## config.mk

```make
export PLATFORM = sky130hd
export DESIGN_NAME = clk_div_ctrl_flat
export DESIGN_NICKNAME = d
export VERILOG_FILES = /design/src/rtl/clk_div_ctrl_if.sv /design/src/rtl/clk_div_ctrl.sv /design/src/flat_wrapper.sv
export SDC_FILE = /design/constraint.sdc
export NUM_CORES = 1
export LEC_CHECK = 0
export CORE_MARGIN = 10
export CORE_UTILIZATION = 40
export DETAILED_ROUTE_END_ITERATION = 8
export GPL_TIMING_DRIVEN = 1
export SLEW_MARGIN = 30
export SYNTH_ARGS = -nofsm -noshare
export SYNTH_HDL_FRONTEND = slang
export SYNTH_SLANG_ARGS = --single-unit
export TNS_END_PERCENT = 30
```

## constraint.sdc

```tcl
create_clock -name clk -period 2.38 [get_ports clk]
set_input_delay 0.476 -clock clk [delete_from_list [all_inputs] [get_ports clk]]
set_output_delay 0.476 -clock clk [all_outputs]
set_load 0.05 [all_outputs]
```

## src/rtl/clk_div_ctrl_if.sv

```systemverilog
`default_nettype none
// ============================================================================
// Module      : clk_div_ctrl_if
// Description : Control/status bundle for the programmable clock divider.
//               The master side drives the run and ratio-update requests.
//               The slave side (the divider) returns handshake and clock
//               outputs.
// Signals     : i_enable       run request, level sensitive
//               i_div_ratio    requested ratio N (DIV_W bits)
//               i_cfg_req      ratio update request
//               o_cfg_ack      one-cycle pulse when the new ratio is active
//               o_busy         ratio update pending
//               o_clk_div_out  divided clock
//               o_tick         one-cycle pulse on each divided rising edge
//               o_edge_cnt     16-bit tick count (CLK_DIV_EDGE_CNT_EN only)
// Options     : CLK_DIV_EDGE_CNT_EN adds o_edge_cnt
// Revision    : 1.0  initial release
// ============================================================================
interface clk_div_ctrl_if #(
   parameter int DIV_W = 8
) ();
   logic             i_enable;
   logic [DIV_W-1:0] i_div_ratio;
   logic             i_cfg_req;
   logic             o_cfg_ack;
   logic             o_busy;
   logic             o_clk_div_out;
   logic             o_tick;
`ifdef CLK_DIV_EDGE_CNT_EN
   logic [15:0]      o_edge_cnt;
`endif

`ifdef CLK_DIV_EDGE_CNT_EN
   modport master (
      output i_enable, i_div_ratio, i_cfg_req,
      input  o_cfg_ack, o_busy, o_clk_div_out, o_tick, o_edge_cnt
   );
   modport slave (
      input  i_enable, i_div_ratio, i_cfg_req,
      output o_cfg_ack, o_busy, o_clk_div_out, o_tick, o_edge_cnt
   );
`else
   modport master (
      output i_enable, i_div_ratio, i_cfg_req,
      input  o_cfg_ack, o_busy, o_clk_div_out, o_tick
   );
   modport slave (
      input  i_enable, i_div_ratio, i_cfg_req,
      output o_cfg_ack, o_busy, o_clk_div_out, o_tick
   );
`endif
endinterface
`default_nettype wire

```

## src/rtl/clk_div_ctrl.sv

```systemverilog
`default_nettype none
// ============================================================================
// Module      : clk_div_ctrl
// Description : Programmable clock-divider controller. It produces a
//               registered divided clock plus a one-cycle tick on every
//               divided rising edge. Ratio updates use a req/ack handshake
//               and only take effect at a period boundary, so the output
//               never carries a runt pulse.
//               Waveform for ratio N: high floor(N/2) cycles, then low
//               N-floor(N/2) cycles.
// Ports       : clk     master clock
//               reset   asynchronous reset, active high
//               io_bus  clk_div_ctrl_if.slave control/status bundle
// Parameters  : DIV_W        ratio / period counter width
//               DEFAULT_DIV  ratio active after reset (>= 2)
// Options     : CLK_DIV_EDGE_CNT_EN enables a 16-bit wrapping tick counter
//               on io_bus.o_edge_cnt
// Revision    : 1.0  initial release
// ============================================================================
module clk_div_ctrl #(
   parameter int DIV_W       = 8,
   parameter int DEFAULT_DIV = 2
) (
   input  logic           clk,
   input  logic           reset,
   clk_div_ctrl_if.slave  io_bus
);

   localparam logic [DIV_W-1:0] c_DEFAULT_DIV = DIV_W'(DEFAULT_DIV);
   localparam logic [DIV_W-1:0] c_MIN_DIV     = DIV_W'(2);
   localparam logic [DIV_W-1:0] c_ONE         = DIV_W'(1);

   typedef enum logic [1:0] {
      S_IDLE = 2'd0,
      S_RUN  = 2'd1,
      S_PEND = 2'd2
   } state_t;

   state_t           r_state;
   state_t           w_state_nxt;
   logic [DIV_W-1:0] r_n;
   logic [DIV_W-1:0] w_n_nxt;
   logic [DIV_W-1:0] r_cnt;
   logic [DIV_W-1:0] w_cnt_nxt;
   logic [DIV_W-1:0] r_shadow;
   logic [DIV_W-1:0] w_shadow_nxt;
   logic             r_out;
   logic             w_out_nxt;
   logic             r_tick;
   logic             w_tick_nxt;
   logic             r_ack;
   logic             w_ack_nxt;
   logic             r_busy;
   logic             w_busy_nxt;

   logic [DIV_W-1:0] w_req_ratio;
   logic [DIV_W-1:0] w_half;
   logic [DIV_W-1:0] w_cnt_inc;
   logic             w_wrap;
   logic             w_inc_high;

   // Ratios 0 and 1 cannot form a high and a low phase, so they clamp to 2.
   assign w_req_ratio = (io_bus.i_div_ratio < c_MIN_DIV) ? c_MIN_DIV
                                                         : io_bus.i_div_ratio;
   assign w_half      = r_n >> 1;
   assign w_wrap      = (r_cnt == (r_n - c_ONE));
   // Never overflows: a non-wrap edge has r_cnt <= N-2.
   assign w_cnt_inc   = r_cnt + c_ONE;
   // Output is registered from the next count value so it changes on the
   // same edge as the counter.
   assign w_inc_high  = (w_cnt_inc < w_half);

   always_comb begin
      w_state_nxt  = r_state;
      w_n_nxt      = r_n;
      w_cnt_nxt    = r_cnt;
      w_shadow_nxt = r_shadow;
      w_out_nxt    = r_out;
      w_tick_nxt   = 1'b0;
      w_ack_nxt    = 1'b0;
      w_busy_nxt   = r_busy;

      case (r_state)
         S_IDLE: begin
            w_cnt_nxt = '0;
            w_out_nxt = 1'b0;
            // No period is running, so a new ratio can be applied directly.
            if (io_bus.i_cfg_req) begin
               w_n_nxt   = w_req_ratio;
               w_ack_nxt = 1'b1;
            end
            if (io_bus.i_enable) begin
               w_state_nxt = S_RUN;
               w_cnt_nxt   = '0;
               w_out_nxt   = 1'b1;
               w_tick_nxt  = 1'b1;
            end
         end

         S_RUN: begin
            if (w_wrap) begin
               w_cnt_nxt = '0;
               if (!io_bus.i_enable) begin
                  w_state_nxt = S_IDLE;
                  w_out_nxt   = 1'b0;
                  // Stopping at this boundary: no later wrap will exist to
                  // apply a shadowed ratio, so apply it now as IDLE would.
                  if (io_bus.i_cfg_req) begin
                     w_n_nxt   = w_req_ratio;
                     w_ack_nxt = 1'b1;
                  end
               end else begin
                  w_out_nxt  = 1'b1;
                  w_tick_nxt = 1'b1;
                  // A request on the wrap edge waits one full old-ratio
                  // period before it is applied.
                  if (io_bus.i_cfg_req) begin
                     w_shadow_nxt = w_req_ratio;
                     w_busy_nxt   = 1'b1;
                     w_state_nxt  = S_PEND;
                  end
               end
            end else begin
               w_cnt_nxt = w_cnt_inc;
               w_out_nxt = w_inc_high;
               if (io_bus.i_cfg_req) begin
                  w_shadow_nxt = w_req_ratio;
                  w_busy_nxt   = 1'b1;
                  w_state_nxt  = S_PEND;
               end
            end
         end

         S_PEND: begin
            // Requests are ignored here; the shadow ratio is held.
            if (w_wrap) begin
               w_n_nxt    = r_shadow;
               w_ack_nxt  = 1'b1;
               w_busy_nxt = 1'b0;
               w_cnt_nxt  = '0;
               if (!io_bus.i_enable) begin
                  w_state_nxt = S_IDLE;
                  w_out_nxt   = 1'b0;
               end else begin
                  w_state_nxt = S_RUN;
                  w_out_nxt   = 1'b1;
                  w_tick_nxt  = 1'b1;
               end
            end else begin
               w_cnt_nxt = w_cnt_inc;
               w_out_nxt = w_inc_high;
            end
         end

         default: begin
            w_state_nxt = S_IDLE;
            w_cnt_nxt   = '0;
            w_out_nxt   = 1'b0;
            w_busy_nxt  = 1'b0;
         end
      endcase
   end

   always_ff @(posedge clk or posedge reset) begin
      if (reset) begin
         r_state  <= S_IDLE;
         r_n      <= c_DEFAULT_DIV;
         r_cnt    <= '0;
         r_shadow <= '0;
         r_out    <= 1'b0;
         r_tick   <= 1'b0;
         r_ack    <= 1'b0;
         r_busy   <= 1'b0;
      end else begin
         r_state  <= w_state_nxt;
         r_n      <= w_n_nxt;
         r_cnt    <= w_cnt_nxt;
         r_shadow <= w_shadow_nxt;
         r_out    <= w_out_nxt;
         r_tick   <= w_tick_nxt;
         r_ack    <= w_ack_nxt;
         r_busy   <= w_busy_nxt;
      end
   end

   assign io_bus.o_clk_div_out = r_out;
   assign io_bus.o_tick        = r_tick;
   assign io_bus.o_cfg_ack     = r_ack;
   assign io_bus.o_busy        = r_busy;

`ifdef CLK_DIV_EDGE_CNT_EN
   logic [15:0] r_edge_cnt;

   // Advances on the same edge that raises o_tick, so the count already
   // includes the tick currently visible on the output.
   always_ff @(posedge clk or posedge reset) begin
      if (reset) begin
         r_edge_cnt <= 16'd0;
      end else if (w_tick_nxt) begin
         r_edge_cnt <= r_edge_cnt + 16'd1;
      end
   end

   assign io_bus.o_edge_cnt = r_edge_cnt;
`endif

endmodule
`default_nettype wire

```

## src/flat_wrapper.sv

```systemverilog
// flat-port wrapper written by rule: the top's interface ports become plain ports
module clk_div_ctrl_flat 
#(
   parameter int DIV_W       = 8,
   parameter int DEFAULT_DIV = 2
)
  (clk, reset, io_bus_i_enable, io_bus_i_div_ratio, io_bus_i_cfg_req, io_bus_o_cfg_ack, io_bus_o_busy, io_bus_o_clk_div_out, io_bus_o_tick);
  clk_div_ctrl_if #(.DIV_W(DIV_W)) io_bus_i ();
  input  logic clk;
  input  logic reset;
  input wire logic [$bits(io_bus_i.i_enable)-1:0] io_bus_i_enable;
  input wire logic [$bits(io_bus_i.i_div_ratio)-1:0] io_bus_i_div_ratio;
  input wire logic [$bits(io_bus_i.i_cfg_req)-1:0] io_bus_i_cfg_req;
  output wire logic [$bits(io_bus_i.o_cfg_ack)-1:0] io_bus_o_cfg_ack;
  output wire logic [$bits(io_bus_i.o_busy)-1:0] io_bus_o_busy;
  output wire logic [$bits(io_bus_i.o_clk_div_out)-1:0] io_bus_o_clk_div_out;
  output wire logic [$bits(io_bus_i.o_tick)-1:0] io_bus_o_tick;
  assign io_bus_i.i_enable = io_bus_i_enable;
  assign io_bus_i.i_div_ratio = io_bus_i_div_ratio;
  assign io_bus_i.i_cfg_req = io_bus_i_cfg_req;
  assign io_bus_o_cfg_ack = io_bus_i.o_cfg_ack;
  assign io_bus_o_busy = io_bus_i.o_busy;
  assign io_bus_o_clk_div_out = io_bus_i.o_clk_div_out;
  assign io_bus_o_tick = io_bus_i.o_tick;
  clk_div_ctrl #(.DIV_W(DIV_W), .DEFAULT_DIV(DEFAULT_DIV)) u_core (.clk(clk), .reset(reset), .io_bus(io_bus_i));
endmodule
```

---- Word-level counts from Yosys, hierarchy flattened ----
Cells that the tools add are included.
storage, ports and cells
  bits in registers ....................... 30
  bits of input ports ..................... 12
  output and inout bits ................... 4
  word-level logic and storage cells ...... 62
cells by class
  add/subtract/negate cells ............... 2
  $lt $le $gt $ge ......................... 2
  eq/ne operators ......................... 9
  muxes and demuxes ....................... 33
  bitwise logic cells ..................... 1
  reduce and logical (&&, ||, !) cells .... 7
operators with widths
  kind                                                                          count
  8-bit 2-to-1 mux                                                              10
  8-bit case mux with 3 select lines                                            1
  1-bit 2-to-1 mux                                                              12
  2-bit 2-to-1 mux                                                              5
  8-bit by 1-bit adder with 8-bit output, second input constant                 1
  8-bit equality test                                                           1
  8-bit by 2-bit less-than comparator with 1-bit output, second input constant  1
  8-bit by 7-bit less-than comparator with 1-bit output                         1
  8-bit by 1-bit subtractor with 8-bit output, second input constant            1
  2-bit inequality test, second input constant                                  3
  1-bit case mux with 3 select lines                                            2
  2-bit case mux with 3 select lines                                            1
  2-bit by 1-bit inequality test with 1-bit output, second input constant       2
  1-bit case mux with 2 select lines                                            2
  2-bit AND reduction                                                           2
  4-bit AND reduction                                                           1
  3-bit inequality test, second input constant                                  1
  3-bit AND reduction                                                           1
  3-bit nonzero test                                                            1
  2-bit by 1-bit equality test with 1-bit output, second input constant         1
  2-bit equality test, second input constant                                    1
  2-bit logical NOT                                                             1
  2-bit OR reduction                                                            1
  1-bit NOT                                                                     1

---- Longest topological paths before layout ----
  word-level depth ........................ 6
  mapped depth ............................ 11

---- Worst setup path after synthesis ----
OpenSTA, ideal clock, no wires.
  path type ............................... register to register
  from .................................... register u_core.r_n[1]
  to ...................................... register u_core.r_n[1]
  data arrival time ....................... 2.552 ns
  required time ........................... 2.298 ns
  setup slack ............................. -0.254 ns
  cell stages (with the launch flop) ...... 11
  clock period less this slack ............ 2.634 ns
  path through ............................ dfstp_2 > inv_1 > ha_1 > buf_4 > xnor2_1 > a21oi_1 > o21ai_1 > a211oi_4 > nand3_2 > a221oi_4 > mux2_4
on the way
  word-level cells in the longest chain between the ends .. 4
  elaborated cells on any way between the ends .. 9
ends and longest elaborated chain
  element                                                                                                line                 source
  start: declaration                                                                                     clk_div_ctrl.sv:41   logic [DIV_W-1:0] r_n;
  start signal: assignment                                                                               clk_div_ctrl.sv:167  r_n <= c_DEFAULT_DIV;
  start signal: assignment                                                                               clk_div_ctrl.sv:176  r_n <= w_n_nxt;
  8-bit by 1-bit subtractor with 8-bit output or 8-bit 2-to-1 mux (tied branches)                        -
  8-bit equality test or 8-bit 2-to-1 mux (tied branches)                                                -
  2-bit by 1-bit inequality test with 1-bit output (no source line) or 8-bit 2-to-1 mux (tied branches)  -
  4-bit AND reduction (no source line) or 8-bit case mux with 3 select lines (tied branches)             -
Parallel ways exist; a longest one is shown, timed or not. The select of a mux whose other input is x is not followed.
A chain may end at the register's enable or synchronous reset.

---- Worst setup path after layout ----
  from .................................... register u_core.r_n[1]
  to ...................................... register u_core.r_n[5]
on the way
  word-level cells in the longest chain between the ends .. 4
  elaborated cells on any way between the ends .. 5
ends and longest elaborated chain
  element                                                            line                source
  8-bit by 1-bit subtractor with 8-bit output (*)                    clk_div_ctrl.sv:66  assign w_wrap = (r_cnt == (r_n - c_ONE));
  8-bit equality test (*)                                            clk_div_ctrl.sv:66
  2-bit by 1-bit inequality test with 1-bit output (no source line)  -
  4-bit AND reduction (no source line) (*)                           -
Mark *: on every way between the ends. The rest lies on a longest branch, timed or not.

==> results by stage <==
Synthesis:
- Ranked by instance count, the synthesized netlist is headed by dfrtp_1, inv_1, mux2i_1.
- The synthesized design contains 30 register bits.
- In this run the biggest area consumer among cell types represents 38.2% of the synthesized area.
- After synthesis, the share of flip-flops with an asynchronous set or reset is 100%.
- Among all flip-flop cells after synthesis, the most frequent one is dfrtp_1.
- The most used standard cell by instance count after synthesis is dfrtp_1.
- Each instance of the synthesized netlist takes up on average ~10 um^2.
- In the post-synthesis netlist, the biggest area contributors are dfrtp_1, ha_1, mux2i_1.
- Synthesis produced a netlist whose cell count is between 150 and 200.
- The share of the Yosys chip area taken by registers is 39.5%.
- The cell area that synthesis handed to floorplanning was about 0.0019 mm^2.
- The number of flops mapped to enable cells by yosys is 0.
- The number of nets produced by synthesis is 206.
- The unique cell type count in the Yosys netlist is between 40 and 50.
- dfrtp_1 takes more of the synthesized area than any other cell.
- The synthesis warning total is 0.

Power and ir drop:
- The relative contribution of combinational cells to total power is 55.4%.
- Dividing total power by cell area gives a power density of 1200 mW/mm^2.
- Summed over all cells, the static leakage comes to 0.00111 uW.
- Net switching is about two fifths of the power.
- The clock share of power is a little over an eighth.
- The analysis attributes to net switching a power of around 1200 uW.
- The internal power summed over all cells is roughly 1700 uW.
- The total chip power is around 2900 uW.
- VDD sags by at most 0.512 mV.
- In this run, flip-flops and latches consume between 30% and 40% of the power.

Drt:
- The routed design has 4.27 mm of wire.
- The antenna violation net count after detailed routing is 0.
- The wire length per cell after detailed routing is approximately 16 um.
- The length of the first detailed-routing pass in iterations is 4.
- The remaining design rule violation count is 0.
- The number of DRC markers in iteration 0 is 100.
- The total number of vias is about 1400.
- Dividing the detail-routed via count by the number of cells gives between 5 and 6.

STA:
- Setup repair after global routing could not meet its margin everywhere.
- The count of endpoints failing hold in the final timing report is 0.
- Across the routed clock network, the largest skew measured is about 7.5 ps.
- The worst max-slew margin expressed relative to the limit is 66.1%.
- The share of the clock period used by the worst path after layout is 101%.
- The final max-slew violation count was 0.
- The worst path setup slack after routing is -29.2 ps.
- Hold is met by about 490 ps.
- Timing would allow up to between 400 and 500 MHz.
- The clock period minus worst slack is ~2400 ps.
- The number of endpoints failing setup at the final stage is 10.
- The final setup TNS is -94.5 ps.
- The transition time at the pin with the least slew margin is a little over 500 ps.

Flow run:
- The max capacitance violation total is 0.

Global routing:
- Summed over all layers, the global routing overflow is 0.
- Global routing used between 10% and 20% of the available tracks.
- Entering global routing, the biggest net connects 31 pins.
- The via count of the first global-routing pass is 1541.
- The initial antenna violation count came to 0.
- The first global-routing pass estimated between 7 and 8 mm of wire.

Worst setup path:
- The delay contributed by the slowest stage of the critical path is roughly 540 ps.
- The arrival time at the worst endpoint is ~2600 ps.
- The type of origin of the critical path is a register.
- The largest driver fanout on the critical path is 7.
- The worst setup path is captured at a register.
- The worst setup path is of the register to register kind.
- The startpoint of the lowest-slack register-to-register path is u_core.r_n[1].
- The start point of the critical path is u_core.r_n[1].
- The critical path goes through inv_2, ha_4, xnor2_2, a21oi_2, o21ai_2, a211oi_4, nand3_4, a221oi_4, buf_6, mux2i_1.
- The standard cell with the maximum stage delay on the critical path is dfstp_2.
- The worst endpoint required time is between 2000 and 3000 ps.

Placed design:
- The routability congestion estimate is 0.946.
- Counting tap cells, the placed design contains a total of 258 instances.
- Input and output buffers added on the ports amount to 15.
- The detailed placement HPWL is 3.24 mm.

Clock tree:
- The number of buffers between clock root and the deepest sink is 2.
- The H-tree was split into 2 levels.
- The clock tree from TritonCTS is done.
- For the worst-skew pair, the clock arrives at the later sink with an insertion delay of 280 ps.
- After clock tree synthesis, the clock-pin slew on the worst setup and hold paths is roughly 60 ps.
- Counting the buffers created by CTS gives 5.
- Counting every sink on the clock net gives 30.
- The master cell of the clock root buffer is clkbuf_8.

Hold path:
- The tightest min-delay check is of the register to register type.
- The startpoint of the tightest hold check path is u_core.r_cnt[0].

Finish:
- After the flow finishes, the layout carries non-filler instances totaling between 200 and 300.
- The proportion of layout cells with a drive suffix above 1 is about a quarter.
- At the end of the flow, the number of nets in the layout was 238.
- The area added between synthesis and finish is 25.0%.
- 0 antenna diodes ended up in the layout.

Outcome:
- The run finished, with violations left.
- The final reports fail on negative setup slack.

Floorplan:
- Row generation in the floorplan step produced 25 rows.
- The starting density of the core is between 40 and 50%.
- The I/O pin count is 16.
- The height of the die is between 80 and 90 um.
- The die covers approximately 0.008 mm^2.
- The core region is 0.00466 mm^2.
- The die outline width is between 80 and 90 um.
## per-layer routing
layer | global-route usage, % | wire length, um
met4 | 6.36 | 84
met1 | 13.4 | 1930
met5 | 0 | 0
met2 | 19.5 | 2060
met3 | 3.19 | 197
## cells in the final DEF, fill, tap and decap left out, drive strengths merged
cell type / count
inv: 15
a21boi: 1
nor2b: 2
a2bb2oi: 1
or4b: 1
a41oi: 1
o21a: 3
a221oi: 1
a21oi: 4
and3: 9
dfrtp: 29
and3b: 1
o32a: 1
dfstp: 1
clkbuf: 7
a22o: 1
nand4: 2
nand2: 7
nand2b: 3
xnor2: 8
a211oi: 2
nor4: 3
mux2: 11
clkdlybuf4s50: 15
and4b: 1
mux2i: 15
nor3: 7
nor2: 8
o21ai: 7
nand3: 8
buf: 15
a31oi: 3
a22oi: 1
ha: 12
xor2: 8
## flip-flops by register name, indices dropped and copies added, names as in the netlist
name / flops
u_core.io_bus.o_clk_div_out: 1
u_core.r_n: 8
u_core.r_cnt: 8
u_core.io_bus.o_busy: 1
u_core.io_bus.o_tick: 1
u_core.r_state: 2
u_core.io_bus.o_cfg_ack: 1
u_core.r_shadow: 8
## area by class of cell
class | instances | area (um^2)
tap | 54 | 67.6
clock buffer | 7 | 76.3
multi-input combinational | 132 | 1160
timing repair buffer | 30 | 267
fill | 407 | 2280
inverter | 15 | 56.3
sequential | 30 | 752
## cell families (layout without fill, tap and decap cells)
| family | count (synthesis) | count (layout) | share of synthesized area, % |
|---|---|---|---|
| AOI/OAI and AO/OA | 26 | 26 | 10.6 |
| xor gates and xnor gates | 16 | 16 | 7.37 |
| adders and majority gates | 12 | 12 | 7.89 |
| buffers and inverters | 20 | 52 | 4.74 |
| DFF | 30 | 30 | 39.5 |
| muxes | 26 | 26 | 14.6 |
| and+or+nand+nor | 52 | 52 | 15.3 |
## power groups by stage
stage	sequential [uW]	clock [uW]	combinational, uW
5_1_grt	917	415	1740
3_3_place_gp	878	0	1420
6_report	892	382	1590
4_1_cts	879	391	1490
2_1_floorplan	959	0	948
3_5_place_dp	888	0	1460
## critical path: cells and delay by family (launching register included)
| kind | cells | cell delay (ps) |
|---|---|---|
| DFF | 1 | 540 |
| muxes | 1 | 200 |
| buffers and inverters | 2 | 230 |
| and+or+nand+nor | 1 | 140 |
| adders and majority gates | 1 | 170 |
| xor gates and xnor gates | 1 | 140 |
| AOI/OAI and AO/OA | 4 | 900 |
## metrics by stage
stage / cell area, um^2 / setup WS, ps / util, %
after floorplan: 1920 / -232 / -
after global placement: 2190 / -55.7 / 47.0
after detailed placement: 2190 / -117 / 47.0
after CTS: 2290 / -35.4 / 49.1
after global routing: 2380 / -151 / 51.0
final: 2380 / -29.2 / 51.0
## timing repair
item                                    CTS  global route
gates resized for setup                   2            16
pin swaps                                 4             1
endpoints found under the setup margin   17            20
buffers inserted                          2             1
hold buffers                              0             0
## worst paths after layout
| path | endpoint | slack (ps) | cells after the start |
|---|---|---|---|
| setup / recovery | u_core.r_n[5] | -30 | 10 |
| hold / removal | u_core.r_cnt[0] | 490 | 1 |
| setup reg to reg | u_core.r_n[5] | -30 | 10 |
| hold reg to reg | u_core.r_cnt[0] | 490 | 1 |
| max in group asynchronous | u_core.r_n[1] | 1500 | 3 |
| min in group asynchronous | u_core.r_state[0] | 560 | 3 |
Power figures use the tool's default switching activity.
